## src/rtl/fft_pkg.sv

```systemverilog
// Shared constants, bit-reverse helper and bank-state encoding for frame-buffered FFT stages.
package fft_pkg;

    localparam int DATA_W = 19;
    localparam int LOG2N  = 5;
    localparam int N      = 1 << LOG2N;

    localparam logic [LOG2N-1:0] CNT_LAST = LOG2N'(N - 1);

    typedef enum logic [1:0] {
        BANK_EMPTY    = 2'd0,
        BANK_FILLING  = 2'd1,
        BANK_FULL     = 2'd2,
        BANK_DRAINING = 2'd3
    } bank_state_t;

    function automatic logic [LOG2N-1:0] bitrev(input logic [LOG2N-1:0] idx);
        logic [LOG2N-1:0] rev;
        for (int b = 0; b < LOG2N; b++) begin
            rev[b] = idx[LOG2N-1-b];
        end
        return rev;
    endfunction

endpackage

```

## src/rtl/reorder_bank.sv

```systemverilog
// One frame of sample storage: N x {re,im} memory, one write port, one registered read port.
module reorder_bank
    import fft_pkg::*;
(
    input  logic                clk,
    input  logic                rst,
    input  logic                wr_en,
    input  logic [LOG2N-1:0]    wr_addr,
    input  logic [2*DATA_W-1:0] wr_data,
    input  logic                rd_en,
    input  logic [LOG2N-1:0]    rd_addr,
    output logic [2*DATA_W-1:0] rd_data
);

    logic [2*DATA_W-1:0] mem [N];

    always_ff @(posedge clk) begin
        if (wr_en) begin
            mem[wr_addr] <= wr_data;
        end
    end

    // The read register holds its value while rd_en is low, so it doubles as the output hold stage.
    always_ff @(posedge clk or negedge rst) begin
        if (!rst) begin
            rd_data <= '0;
        end else if (rd_en) begin
            rd_data <= mem[rd_addr];
        end
    end

endmodule

```

## src/rtl/fft_out_reorder.sv

```systemverilog
// Ping-pong reorder buffer: bit-reversed frames in, natural-order frames out at 1 sample/clk.
// Optional out_last port enabled by defining FFT_REORDER_LAST_EN.
module fft_out_reorder
    import fft_pkg::*;
(
    input  logic              clk,
    input  logic              rst,
    input  logic              in_valid,
    output logic              in_ready,
    input  logic [DATA_W-1:0] in_r,
    input  logic [DATA_W-1:0] in_i,
    output logic              out_valid,
    input  logic              out_ready,
    output logic [DATA_W-1:0] out_r,
    output logic [DATA_W-1:0] out_i
`ifdef FFT_REORDER_LAST_EN
    ,
    output logic              out_last
`endif
);

    logic [LOG2N-1:0]           wr_cnt_reg;
    logic [LOG2N-1:0]           rd_cnt_reg;
    logic                       wr_bank_reg;
    logic                       rd_bank_reg;
    logic                       out_sel_reg;
    logic                       out_valid_reg;
    bank_state_t                bank_state_reg [2];

    bank_state_t                wr_state;
    bank_state_t                rd_state;
    logic                       wr_fire;
    logic                       rd_avail;
    logic                       load;
    logic [LOG2N-1:0]           wr_addr;
    logic [2*DATA_W-1:0]        wr_data;
    logic [1:0]                 bank_wr_en;
    logic [1:0]                 bank_rd_en;
    logic [1:0][2*DATA_W-1:0]   bank_rd_data;

    // in_ready depends only on registered bank state, never on out_ready.
    assign wr_state = bank_state_reg[wr_bank_reg];
    assign rd_state = bank_state_reg[rd_bank_reg];
    assign in_ready = (wr_state == BANK_EMPTY) || (wr_state == BANK_FILLING);
    assign wr_fire  = in_valid && in_ready;
    assign rd_avail = (rd_state == BANK_FULL) || (rd_state == BANK_DRAINING);
    assign load     = (!out_valid_reg || out_ready) && rd_avail;
    assign wr_addr  = bitrev(wr_cnt_reg);
    assign wr_data  = {in_r, in_i};

    generate
        for (genvar gi = 0; gi < 2; gi++) begin : g_bank
            assign bank_wr_en[gi] = wr_fire && (wr_bank_reg == 1'(gi));
            assign bank_rd_en[gi] = load && (rd_bank_reg == 1'(gi));

            reorder_bank u_bank (
                .clk     (clk),
                .rst     (rst),
                .wr_en   (bank_wr_en[gi]),
                .wr_addr (wr_addr),
                .wr_data (wr_data),
                .rd_en   (bank_rd_en[gi]),
                .rd_addr (rd_cnt_reg),
                .rd_data (bank_rd_data[gi])
            );
        end
    endgenerate

    // A bank is never written and read on the same edge: writes need EMPTY/FILLING, reads FULL/DRAINING.
    always_ff @(posedge clk or negedge rst) begin
        if (!rst) begin
            for (int b = 0; b < 2; b++) begin
                bank_state_reg[b] <= BANK_EMPTY;
            end
        end else begin
            for (int b = 0; b < 2; b++) begin
                if (bank_wr_en[b]) begin
                    bank_state_reg[b] <= (wr_cnt_reg == CNT_LAST) ? BANK_FULL : BANK_FILLING;
                end else if (bank_rd_en[b]) begin
                    bank_state_reg[b] <= (rd_cnt_reg == CNT_LAST) ? BANK_EMPTY : BANK_DRAINING;
                end
            end
        end
    end

    always_ff @(posedge clk or negedge rst) begin
        if (!rst) begin
            wr_cnt_reg    <= '0;
            rd_cnt_reg    <= '0;
            wr_bank_reg   <= 1'b0;
            rd_bank_reg   <= 1'b0;
            out_sel_reg   <= 1'b0;
            out_valid_reg <= 1'b0;
        end else begin
            if (wr_fire) begin
                wr_cnt_reg <= wr_cnt_reg + 1'b1;
                if (wr_cnt_reg == CNT_LAST) begin
                    wr_bank_reg <= ~wr_bank_reg;
                end
            end
            if (load) begin
                rd_cnt_reg    <= rd_cnt_reg + 1'b1;
                out_sel_reg   <= rd_bank_reg;
                out_valid_reg <= 1'b1;
                if (rd_cnt_reg == CNT_LAST) begin
                    rd_bank_reg <= ~rd_bank_reg;
                end
            end else if (out_ready) begin
                out_valid_reg <= 1'b0;
            end
        end
    end

    // Output data comes straight from the bank read registers; out_sel_reg picks the last-loaded bank.
    assign out_valid = out_valid_reg;
    assign out_r     = bank_rd_data[out_sel_reg][2*DATA_W-1:DATA_W];
    assign out_i     = bank_rd_data[out_sel_reg][DATA_W-1:0];

`ifdef FFT_REORDER_LAST_EN
    always_ff @(posedge clk or negedge rst) begin
        if (!rst) begin
            out_last <= 1'b0;
        end else if (load) begin
            out_last <= (rd_cnt_reg == CNT_LAST);
        end else if (out_ready) begin
            out_last <= 1'b0;
        end
    end
`endif

endmodule

```

## config.mk

```make
export PLATFORM = sky130hd
export DESIGN_NAME = fft_out_reorder
export DESIGN_NICKNAME = d
export VERILOG_FILES = /design/src/rtl/fft_pkg.sv /design/src/rtl/reorder_bank.sv /design/src/rtl/fft_out_reorder.sv
export SDC_FILE = /design/constraint.sdc
export NUM_CORES = 2
export LEC_CHECK = 0
export CAP_MARGIN = 5
export CORE_ASPECT_RATIO = 1.5
export CORE_MARGIN = 2
export CORE_UTILIZATION = 50
export DETAILED_ROUTE_END_ITERATION = 10
export GPL_TIMING_DRIVEN = 0
export PLACE_DENSITY = 0.66
export RECOVER_POWER = 25
export SLEW_MARGIN = 20
export SYNTH_ARGS = -nofsm -noshare
export SYNTH_HDL_FRONTEND = slang
export SYNTH_HIERARCHICAL = 1
export SYNTH_SLANG_ARGS = --single-unit
```

## constraint.sdc

```tcl
create_clock -name clk -period 4.4 [get_ports clk]
set_input_delay 1.1 -clock clk [delete_from_list [all_inputs] [get_ports clk]]
set_output_delay 1.1 -clock clk [all_outputs]
set_load 0.01 [all_outputs]
```

==> metrics.txt <==
max_cap viols=23; GRT Overall Usage=0.279; worst setup margin=about 46 ps; total gr overflow=0; hold depth=1; Clock Latency Late Sink=roughly 860 ps; Hold Crit Class=flip-flop to flip-flop; initial antenna violation count=10; Gate power share=0.305; vias per cell=6.22; Worst VDD drop=between 0.3 and 0.4 mV; post-route clock period utilization=0.990; clk root buf=clkbuf_16; io pins=82; post-DR wirelength/cell=~33 um; fraction of layout cells with a size suffix above 1=0.152; TritonCTS buffer count=219; switching share of power=0.325; Largest regs=g_bank.u_bank/mem x2432, g_bank.u_bank/rd_data x76; Synth top area share=0.743; Site Rows=between 150 and 200; Initial Util=0.502; crit-path max cell delay=520 ps; DRC viols=0; post-synth cell types=39; first-pass GRT wire length=a little under 400000 um; Required @ worst endpoint=around 3300 ps; CP arrival=around 3300 ps; Slowest-stage cell, CP=buf_2; vias in the first global route=around 54000; Vias=~53000; post-CTS sizing=0; Psw=approximately 22000 uW; Most common cell on crit path=buf_2; DPL Wire Length=roughly 200000 um; syn_nets=approximately 5400; pre-CTS WS=-245 ps; R2R depth=6; DR iter-0 viols=slightly below 6000; Die Y=~550 um; failing checks=max-capacitance violations, max-slew violations; Least-Margin Pin Slew=2990 ps; Worst Setup End Kind=output pin; most common cell after layout, fill and taps aside=edfxtp_1; CP Max Fanout=10; cell count after synthesis=5310; I/O Buffers=81; Cell Area, Placed=roughly 110000 um2; Post-Route Utilization=0.581; P_int=roughly 46000 uW; CP Cell Sequence=buf_2, buf_2, mux2_2, clkdlybuf4s50_1; Slew HR=-0.990; final setup vio count=0; TritonCTS clock tree=yes; kind of critical path=flip-flop to output pin; Core Box Area=196000 um2; Antenna Nets Post-Route=0; top post-synthesis cells by area=edfxtp_1, mux2i_1, a22oi_1; Sequential Power Share=0.409; status=finished, violations left; synthesized cell area=98200 um2; P per Cell Area=between 500 and 600 nW/um2; Final Cell Area=about 110000 um2; register area share after synthesis=0.767; Die ar.=around 200000 um2; CP Launch Type=flip-flop; synthesis-to-finish area growth=15.7%; yosys warns=6; final clock skew=~47 ps; Die W=approximately 370 um; fin. max-slew vios=961; P_leak=between 0.03 and 0.04 uW; dpl cells=between 8000 and 9000; Fmax=230 MHz; TritonRoute pass-1 iters=8; RSZ-0062 raised after global routing=no; post-synth top area cell=edfxtp_1; # hold bufs at CTS=0; largest net degree at the start of global routing=66; Syn Area/Cell=around 19 um2; final cell count without fillers=8575; clock network fraction of total power=0.286; sequential cell area=between 70000 and 80000 um2; # fillers=roughly 14000; clock buffer depth=4; post-CTS setup buffer count=0; nets@finish=~6000; clock sinks=2524; number of flip-flops under the largest register name=2432; flops & latches, synth=2524; Top reg by flops=g_bank.u_bank/mem; final estimated routing congestion in global placement=around 0.84; most frequent cells in the layout=edfxtp_1, mux2i_1, a22oi_1; drt total wl=approximately 280000 um; Clock transition at path regs=~70 ps; footprint of the multi-input gates=between 20000 and 25000 um2; Hold Fails Final Rpt=0; H-Tree Level Count=4; min cycle time layout=~4400 ps
[synthesized netlist by cell type]
master	count
a21oi_1	304
a22o_1	2
a22oi_1	608
a2bb2oi_1	1
and2_1	3
and3_1	4
and3b_2	1
buf_1	4
buf_12	2
buf_2	91
buf_4	76
buf_6	36
buf_8	10
clkbuf_1	98
dfrtp_1	92
edfxtp_1	2432
ha_1	5
mux2_1	2
mux2_2	115
mux2_4	2
mux2i_1	1216
mux2i_2	2
nand2_1	5
nand2_2	1
nand2b_1	5
nand3_1	10
nand3b_1	11
nand4_1	1
nor2_1	67
nor2_2	3
nor2b_1	5
nor3_1	1
nor3b_1	1
nor4_1	76
or2_2	2
or3_1	2
or3b_2	6
xnor2_1	6
xor2_1	2
[cell families after synthesis]
kind of cell	synth area share
AOI/OAI and AO/OA	0.0622
adders and majority gates	0.000637
muxes	0.138
DFF	0.767
and+or+nand+nor	0.0114
xor gates and xnor gates	0.000713
buffers and inverters	0.0204
[worst paths after layout]
check	slack [ps]	startpoint	end
max	50	out_sel_reg$_DFFE_PN0P_	out_r[6]
min	500	g_bank[0].u_bank/rd_data[13]$_DFFE_PN0P_	g_bank[0].u_bank/rd_data[13]$_DFFE_PN0P_
max reg2reg	480	rd_cnt_reg[3]$_DFFE_PN0P_	g_bank[1].u_bank/rd_data[8]$_DFFE_PN0P_
min reg2reg	500	g_bank[0].u_bank/rd_data[13]$_DFFE_PN0P_	g_bank[0].u_bank/rd_data[13]$_DFFE_PN0P_
max in group asynchronous	1900	rst	g_bank[0].u_bank/rd_data[26]$_DFFE_PN0P_
min in group asynchronous	1030	rst	g_bank[1].u_bank/rd_data[14]$_DFFE_PN0P_
[metrics by stage]
step                hold WS, ps  power (uW)  TNS [ps]
finish                      504       68100         0
global route                521       69900         0
CTS                         130       68100         0
detailed placement          490       48900    -18630
global placement            483       48100  -6404820
floorplan                   475       40600         0
[power by group through the flow]
stage | sequential [uW] | clock, uW | combinational (uW)
CTS | 27800 | 19600 | 20600
finish | 27800 | 19500 | 20800
global placement | 28400 | 0 | 19700
floorplan | 28100 | 0 | 12500
global route | 27900 | 20500 | 21500
detailed placement | 28300 | 0 | 20600
[critical path, delay by kind of cell (launching register included)]
family / cells / cell delay, ps
DFF: 1 / 490
muxes: 1 / 490
buffers and inverters: 3 / 1400
[final cells by class]
| type | instances | share of cell area |
|---|---|---|
| Timing Repair Buffer | 253 | 0.0389 |
| Multi-Input combinational cell | 2469 | 0.188 |
| Sequential cell | 2524 | 0.663 |
| Buffer | 317 | 0.0177 |
| Clock buffer | 278 | 0.0523 |
| Tap cell | 2613 | 0.0288 |
| Clock inverter | 114 | 0.0110 |
| Antenna cell | 7 | 0.000154 |
[layer usage]
layer | vias to the layer above | GRT usage | wire length, um
li1 | 22400 | - | -
met1 | 27600 | 0.311 | 95700
met2 | 2540 | 0.507 | 150000
met3 | 787 | 0.0401 | 20200
met4 | 4 | 0.159 | 18700
met5 | - | 0 | 28
Power figures use the tool's default switching activity.
